--- config.mk ---
export PLATFORM = sky130hd
export DESIGN_NAME = if_stage
export DESIGN_NICKNAME = d
export VERILOG_FILES = /design/src/rtl/mips_pkg.sv /design/src/rtl/npc_calc.sv /design/src/rtl/if_stage.sv
export SDC_FILE = /design/constraint.sdc
export NUM_CORES = 1
export LEC_CHECK = 0
export CORE_MARGIN = 2
export CORE_UTILIZATION = 29
export CTS_CLUSTER_SIZE = 20
export DETAILED_ROUTE_END_ITERATION = 7
export GPL_ROUTABILITY_DRIVEN = 1
export RECOVER_POWER = 100
export REMOVE_ABC_BUFFERS = 1
export SLEW_MARGIN = 20
export SYNTH_ARGS = -nofsm -noshare
export SYNTH_HDL_FRONTEND = slang
export SYNTH_SLANG_ARGS = --single-unit
--- constraint.sdc ---
create_clock -name clk -period 2.6 [get_ports clk]
set_input_delay 0.39 -clock clk [delete_from_list [all_inputs] [get_ports clk]]
set_output_delay 0.39 -clock clk [all_outputs]
set_load 0.005 [all_outputs]
--- src/rtl/mips_pkg.sv ---
// Shared definitions for the MIPS pipeline: next-PC select codes, reset PC
// and the canonical nop encoding.
package mips_pkg;

  localparam logic [1:0] NPC_PC4 = 2'd0;
  localparam logic [1:0] NPC_BR  = 2'd1;
  localparam logic [1:0] NPC_J   = 2'd2;
  localparam logic [1:0] NPC_JR  = 2'd3;

  localparam logic [31:0] RESET_PC_DEFAULT = 32'h0000_3000;

  // sll $0, $0, 0
  localparam logic [31:0] NOP_INSTR = 32'h0000_0000;

endpackage

--- src/rtl/npc_calc.sv ---
// Combinational next-PC selection: sequential, branch, jump and register targets.
// All targets are relative to the PC+4 of the instruction currently in ID.
module npc_calc
  import mips_pkg::*;
(
  input  logic [31:0] pc4_if_i,
  input  logic [31:0] id_pc4_i,
  input  logic [1:0]  npc_sel_i,
  input  logic        br_taken_i,
  input  logic [15:0] imm16_i,
  input  logic [25:0] imm26_i,
  input  logic [31:0] jr_target_i,
  output logic [31:0] npc_o
);

  logic [31:0] br_target;
  logic [31:0] j_target;

  always_comb begin
    br_target = id_pc4_i + {{14{imm16_i[15]}}, imm16_i, 2'b00};
    j_target  = {id_pc4_i[31:28], imm26_i, 2'b00};
    npc_o     = pc4_if_i;
    unique case (npc_sel_i)
      NPC_PC4: npc_o = pc4_if_i;
      NPC_BR:  npc_o = br_taken_i ? br_target : pc4_if_i;
      NPC_J:   npc_o = j_target;
      NPC_JR:  npc_o = jr_target_i;
      default: npc_o = pc4_if_i;
    endcase
  end

endmodule

--- src/rtl/if_stage.sv ---
// Instruction-fetch stage: PC register, instruction-memory addressing and the
// IF/ID pipeline register. Branches have a delay slot, so nothing is squashed.
module if_stage
  import mips_pkg::*;
#(
  parameter logic [31:0] RESET_PC    = RESET_PC_DEFAULT,
  parameter int unsigned IMEM_ADDR_W = 10
) (
  input  logic                   clk,
  input  logic                   reset,
  input  logic                   stall,
  input  logic [1:0]             npc_sel,
  input  logic                   br_taken,
  input  logic [15:0]            imm16,
  input  logic [25:0]            imm26,
  input  logic [31:0]            jr_target,
  output logic [IMEM_ADDR_W-1:0] imem_addr,
  input  logic [31:0]            imem_rdata,
  output logic [31:0]            pc,
  output logic [31:0]            if_id_instr,
  output logic [31:0]            if_id_pc4,
  output logic                   if_id_valid
);

  logic [31:0] pc_q, pc_d;
  logic [31:0] instr_q, instr_d;
  logic [31:0] pc4_q, pc4_d;
  logic        valid_q, valid_d;
  logic [31:0] pc4_if;
  logic [31:0] npc;

  assign pc4_if = pc_q + 32'd4;

  npc_calc u_npc_calc (
    .pc4_if_i    (pc4_if),
    .id_pc4_i    (pc4_q),
    .npc_sel_i   (npc_sel),
    .br_taken_i  (br_taken),
    .imm16_i     (imm16),
    .imm26_i     (imm26),
    .jr_target_i (jr_target),
    .npc_o       (npc)
  );

  // A stall holds ID too, so any redirect is re-presented once the stall drops.
  always_comb begin
    pc_d    = pc_q;
    instr_d = instr_q;
    pc4_d   = pc4_q;
    valid_d = valid_q;
    if (!stall) begin
      pc_d    = npc;
      instr_d = imem_rdata;
      pc4_d   = pc4_if;
      valid_d = 1'b1;
    end
  end

  always_ff @(posedge clk) begin
    if (reset) begin
      pc_q    <= RESET_PC;
      instr_q <= NOP_INSTR;
      pc4_q   <= RESET_PC;
      valid_q <= 1'b0;
    end else begin
      pc_q    <= pc_d;
      instr_q <= instr_d;
      pc4_q   <= pc4_d;
      valid_q <= valid_d;
    end
  end

  // Upper PC bits drop out, so out-of-range fetches wrap within the ROM.
  assign imem_addr   = pc_q[IMEM_ADDR_W+1:2];
  assign pc          = pc_q;
  assign if_id_instr = instr_q;
  assign if_id_pc4   = pc4_q;
  assign if_id_valid = valid_q;

endmodule

After elaboration in Yosys (flattened, before gate mapping):

Index checks and enable logic that the tools add are counted.

* add/subtract/negate cells: 2
* multiply operators: 0
* divide/modulo/power cells: 0
* $lt $le $gt $ge: 0
* equal/unequal tests: 3
* shifts and indexed selects: 0
* muxes and demuxes: 2
* bitwise gates (word level): 0
* reductions and logical operators: 1

Operators with widths (count)
* $pmux 32 s4: 1
* $add 32x3->32 const B: 1
* $add 32x32->32: 1
* $mux 32: 1
* $eq 2x2->1 const B: 2
* $eq 2x1->1 const B: 1
* $logic_not 2->1: 1

* register bits: 97
* bits in latches: 0
* memory bits (writable): 0
* memory bits (read-only): 0
* input bits: 112
* output and inout port bits: 107
* word-level logic and storage cells: 12
* memories: 0

Longest topological paths before layout:

* word-level depth: 3
* gate-level depth with buffers: 10

Cells and area by module:

From an unflattened synthesis, not the netlist that was laid out.

* cells, all modules: 859
* area, all modules: 7059.3 um2

Modules (own cells, without submodules)
* if_stage: times used 1, cells an instance 452, area an instance 4220.3 um2, sequential area each 1941.9 um2
* npc_calc: times used 1, cells an instance 407, area an instance 2839.0 um2, sequential area each 0.0 um2

Least setup slack after synthesis:

No wires, ideal clock.

* path type: input -> register
* start: input imm16[0]
* end: register pc_q[24] (netlist: pc[24])
* arrival time: 2.544 ns
* setup slack: -0.045 ns
* cell stages on the path: 10
* path buffers: 0
* cells stage by stage: ha_1 > fa_1 > a211oi_1 > o211ai_2 > nand2_1 > o211ai_2 > a221oi_1 > o21ai_0 > xnor2_1 > o41ai_1

* cells in the longest elaborated chain, start to end: 3

Ends and longest elaborated chain
* start: declaration: RTL line if_stage.sv:14 `input logic [15:0] imm16,`
* $add 32x32->32: RTL line npc_calc.sv:20 `br_target = id_pc4_i + {{14{imm16_i[15]}}, imm16_i, 2'b00};`
* $mux 32: RTL line npc_calc.sv:25 `NPC_BR: npc_o = br_taken_i ? br_target : pc4_if_i;`
* $pmux 32 s4: RTL line npc_calc.sv:23 `unique case (npc_sel_i)`
* end signal: assignment: RTL line if_stage.sv:66 `pc_q <= pc_d;`
* end: declaration: RTL line if_stage.sv:25 `logic [31:0] pc_q, pc_d;`

No other way between the ends.
A chain may end at the register's enable or synchronous reset.

Worst setup path after layout:

* start: input imm16[5]
* end: register pc_q[23] (netlist: pc[23])

The elaborated chain is that of the path after synthesis.

==> results.py <==
metrics = {
    "run_status": {
        "status": "finished clean",
    },
    "floorplan": {
        "fp.dieH_um": 154.2,
        "ios": 219,
        "start_util": 0.2981,
        "num_rows": 54,
        "die_area_um2": 23790,
        "coreArea_um2": 21960,
        "die_width_um": 154.2,
    },
    "sta": {
        "tns_ns": 0,
        "rsz0062_at_grt": "true",
        "hold_viol": 0,
        "min_period_ns": 2.508,
        "tightest_slew_ns": 1.105,
        "finalClockSkew_ns": 0.009317,
        "drv_slew": 0,
        "slew_headroom": 0.2631,
        "max_freq_mhz": 398.8,
        "setup_viol": 0,
        "finalCritPeriodShare": 0.9645,
    },
    "run": {
        "cap_violations": 0,
    },
    "setup_path": {
        "r2r_slack_ns": 0.12,
        "worstPathRequired_ns": 2.85,
        "rr_startpoint": "if_id_pc4[3]",
        "end_kind": "flip-flop",
        "arrival_ns": 2.76,
        "critPathLaunchType": "primary input",
        "path_class": "in -> reg",
        "critPathMaxFanout": 4,
        "timing.rr.end": "pc[23]",
        "r2r_cells": 11,
    },
    "yosys": {
        "yosys_warnings": 0,
        "synth_edf_count": 0,
        "synthCells": 796,
        "synth_cell_types": 76,
        "netlist_area_um2": 6546,
        "ys_seq_area_frac": 0.2966,
        "synth-async-reset-ratio": 0,
        "synth_ff_type": "dfxtp_1",
        "synth-seq-cells": 97,
        "syn_avg_cell_area_um2": 8.224,
    },
    "placed_design": {
        "place_area_um2": 9663,
        "gp_congestion": 0.9080,
        "io_buffers": 218,
        "dp_hpwl_um": 17500,
    },
    "global_routing": {
        "grt_overflow_total": 0,
        "antenna_found_initial": 1,
        "use_met1": 0.2543,
        "grt_pass1_vias": 6678,
        "met2_usage": 0.3111,
        "grtUsageTotal": 0.1912,
        "met3_usage": 0.03670,
        "grt_max_degree": 45,
        "grt_first_pass_wirelength_um": 36000,
        "busiest_layer": "met2",
    },
    "finish": {
        "final_common_cell": "nor2_1",
        "syn_to_final_growth_pct": 54.87,
        "drive_gt1_frac": 0.1900,
        "fillers": 2144,
        "mostFrequentLayoutCells": "nor2_1 (127), clkdlybuf4s50_1 (118), buf_4 (112)",
        "final_area_um2": 10140,
        "nets": 1233,
    },
    "clocking": {
        "clockBufferDepth": 2,
        "path_clk_slew_ns": 0.07,
        "cts.htree.levels": 3,
        "clock_sinks": 97,
        "clock_latency_ns": 0.35,
        "cts_tree": "yes",
        "clockRootBuffer": "clkbuf_16",
        "cts_made_buffers": 9,
    },
    "routing": {
        "drt_first_pass_iters": 5,
        "drt-total-wl_um": 23170,
        "vias_per_cell": 4.987,
        "drc_errors": 0,
        "wl_per_cell_um": 16.84,
        "drtIter0Drc": 345,
        "via_count": 6862,
        "drt.antenna.violating_nets": 0,
    },
    "worst_hold_path": {
        "min_to": "if_id_valid",
        "whs_path_depth": 1,
        "min_from": "if_id_valid",
        "hp-class": "reg -> reg",
    },
    "pwr": {
        "p_per_area_nw_per_um2": 427.0,
        "leakagePower_uw": 0.004478,
        "ir_worst_vdd_mv": 0.3160,
    },
}
worst max-delay path, cell delays in order:
cell,delay (ns)
clkdlybuf4s50_1,0.50
ha_4,0.21
buf_4,0.15
nand4_1,0.15
a21oi_4,0.06
o41ai_4,0.44
o31ai_2,0.13
or2_4,0.27
buf_4,0.13
xor2_1,0.13
o21ba_2,0.19
metal layers:
metal	vias to the layer above	wire, µm
li1	3437	-
met1	3189	10620
met2	209	10670
met3	27	1382
met4	0	501
met5	-	0
synthesized netlist by cell type, types with 6 or more instances:
cell type | n | area share
nor2_1 | 127 | 0.073
dfxtp_1 | 97 | 0.30
a21oi_1 | 85 | 0.065
nand2_1 | 55 | 0.032
mux2i_1 | 46 | 0.070
o21ai_0 | 34 | 0.026
clkbuf_1 | 32 | 0.018
ha_1 | 30 | 0.057
xnor2_1 | 28 | 0.037
mux2_2 | 24 | 0.041
xor2_1 | 23 | 0.031
a21o_1 | 17 | 0.019
nor3_1 | 15 | 0.011
buf_4 | 14 | 0.016
nand3_1 | 14 | 0.011
a211oi_1 | 12 | 0.014
inv_1 | 9 | 0.0052
nand4_1 | 9 | 0.0086
o21a_1 | 9 | 0.010
and3_1 | 7 | 0.0067
a221oi_1 | 6 | 0.0080
nand2b_1 | 6 | 0.0057
worst max-delay path by stage:
stage            startpoint  endpoint  slack [ns]  depth (start not counted)
2_1_floorplan      imm16[0]    pc[24]       -0.04                         10
3_3_place_gp       imm16[0]    pc[30]       -0.68                         12
3_5_place_dp       imm16[0]    pc[30]       -0.72                         12
4_1_cts            imm16[1]    pc[27]        0.02                         10
5_1_grt        if_id_pc4[2]    pc[24]       -0.04                         11
6_report           imm16[5]    pc[23]        0.09                         11
final cells by class:
cell class	count	area, µm²	area share
Inverter	9	33.78	0.003332
Multi-Input combinational cell	629	4423	0.4363
Sequential cell	97	1946	0.1919
Timing Repair Buffer	344	3088	0.3046
Antenna cell	1	2.502	0.0002468
Clock inverter	7	70.07	0.006911
Tap cell	280	350.3	0.03456
Clock buffer	9	225.2	0.02221
cell families (layout without fill, tap and decap cells):
kind of cell	after synthesis	after routing	share of synthesized area
adder cells (fa/ha/maj)	31	31	0.06040
AO/OA/AOI/OAI	214	214	0.2145
buffers and inverters	70	369	0.05887
AND/OR/NAND/NOR	262	262	0.1873
XOR/XNOR	52	52	0.07072
multiplexers	70	70	0.1116
flip-flops	97	97	0.2966
other	0	1	0
per-stage QoR:
step	hold slack, ns	power [µW]	setup slack (ns)	util	cells
2_1_floorplan	0.4511	2202	-0.04497	-	735
6_report	0.4515	4329	0.09234	0.4617	1376
4_1_cts	0.4655	4391	0.02026	0.4565	1372
3_5_place_dp	0.4445	2971	-0.7188	0.4401	1355
5_1_grt	0.4813	4565	-0.03886	0.4617	1376
3_3_place_gp	0.4389	2965	-0.6844	0.4401	1355
state kept, by name, indices dropped and copies added (netlist names):
register / count
if_id_pc4: 32
if_id_instr: 32
if_id_valid: 1
pc: 32
report_power, final:
part / switching, µW / internal, µW
registers: 75.8 / 1580
logic: 586 / 702
clock network: 642 / 748
total: 1300 / 3030
repair_timing:
item                       in CTS  in global routing
pin swaps                       8                 23
hold buffers                    0                  0
buffers inserted                1                  3
resized for setup              13                 29
setup endpoints to repair      10                 12
No activity file was read; power rests on OpenSTA's default activity.
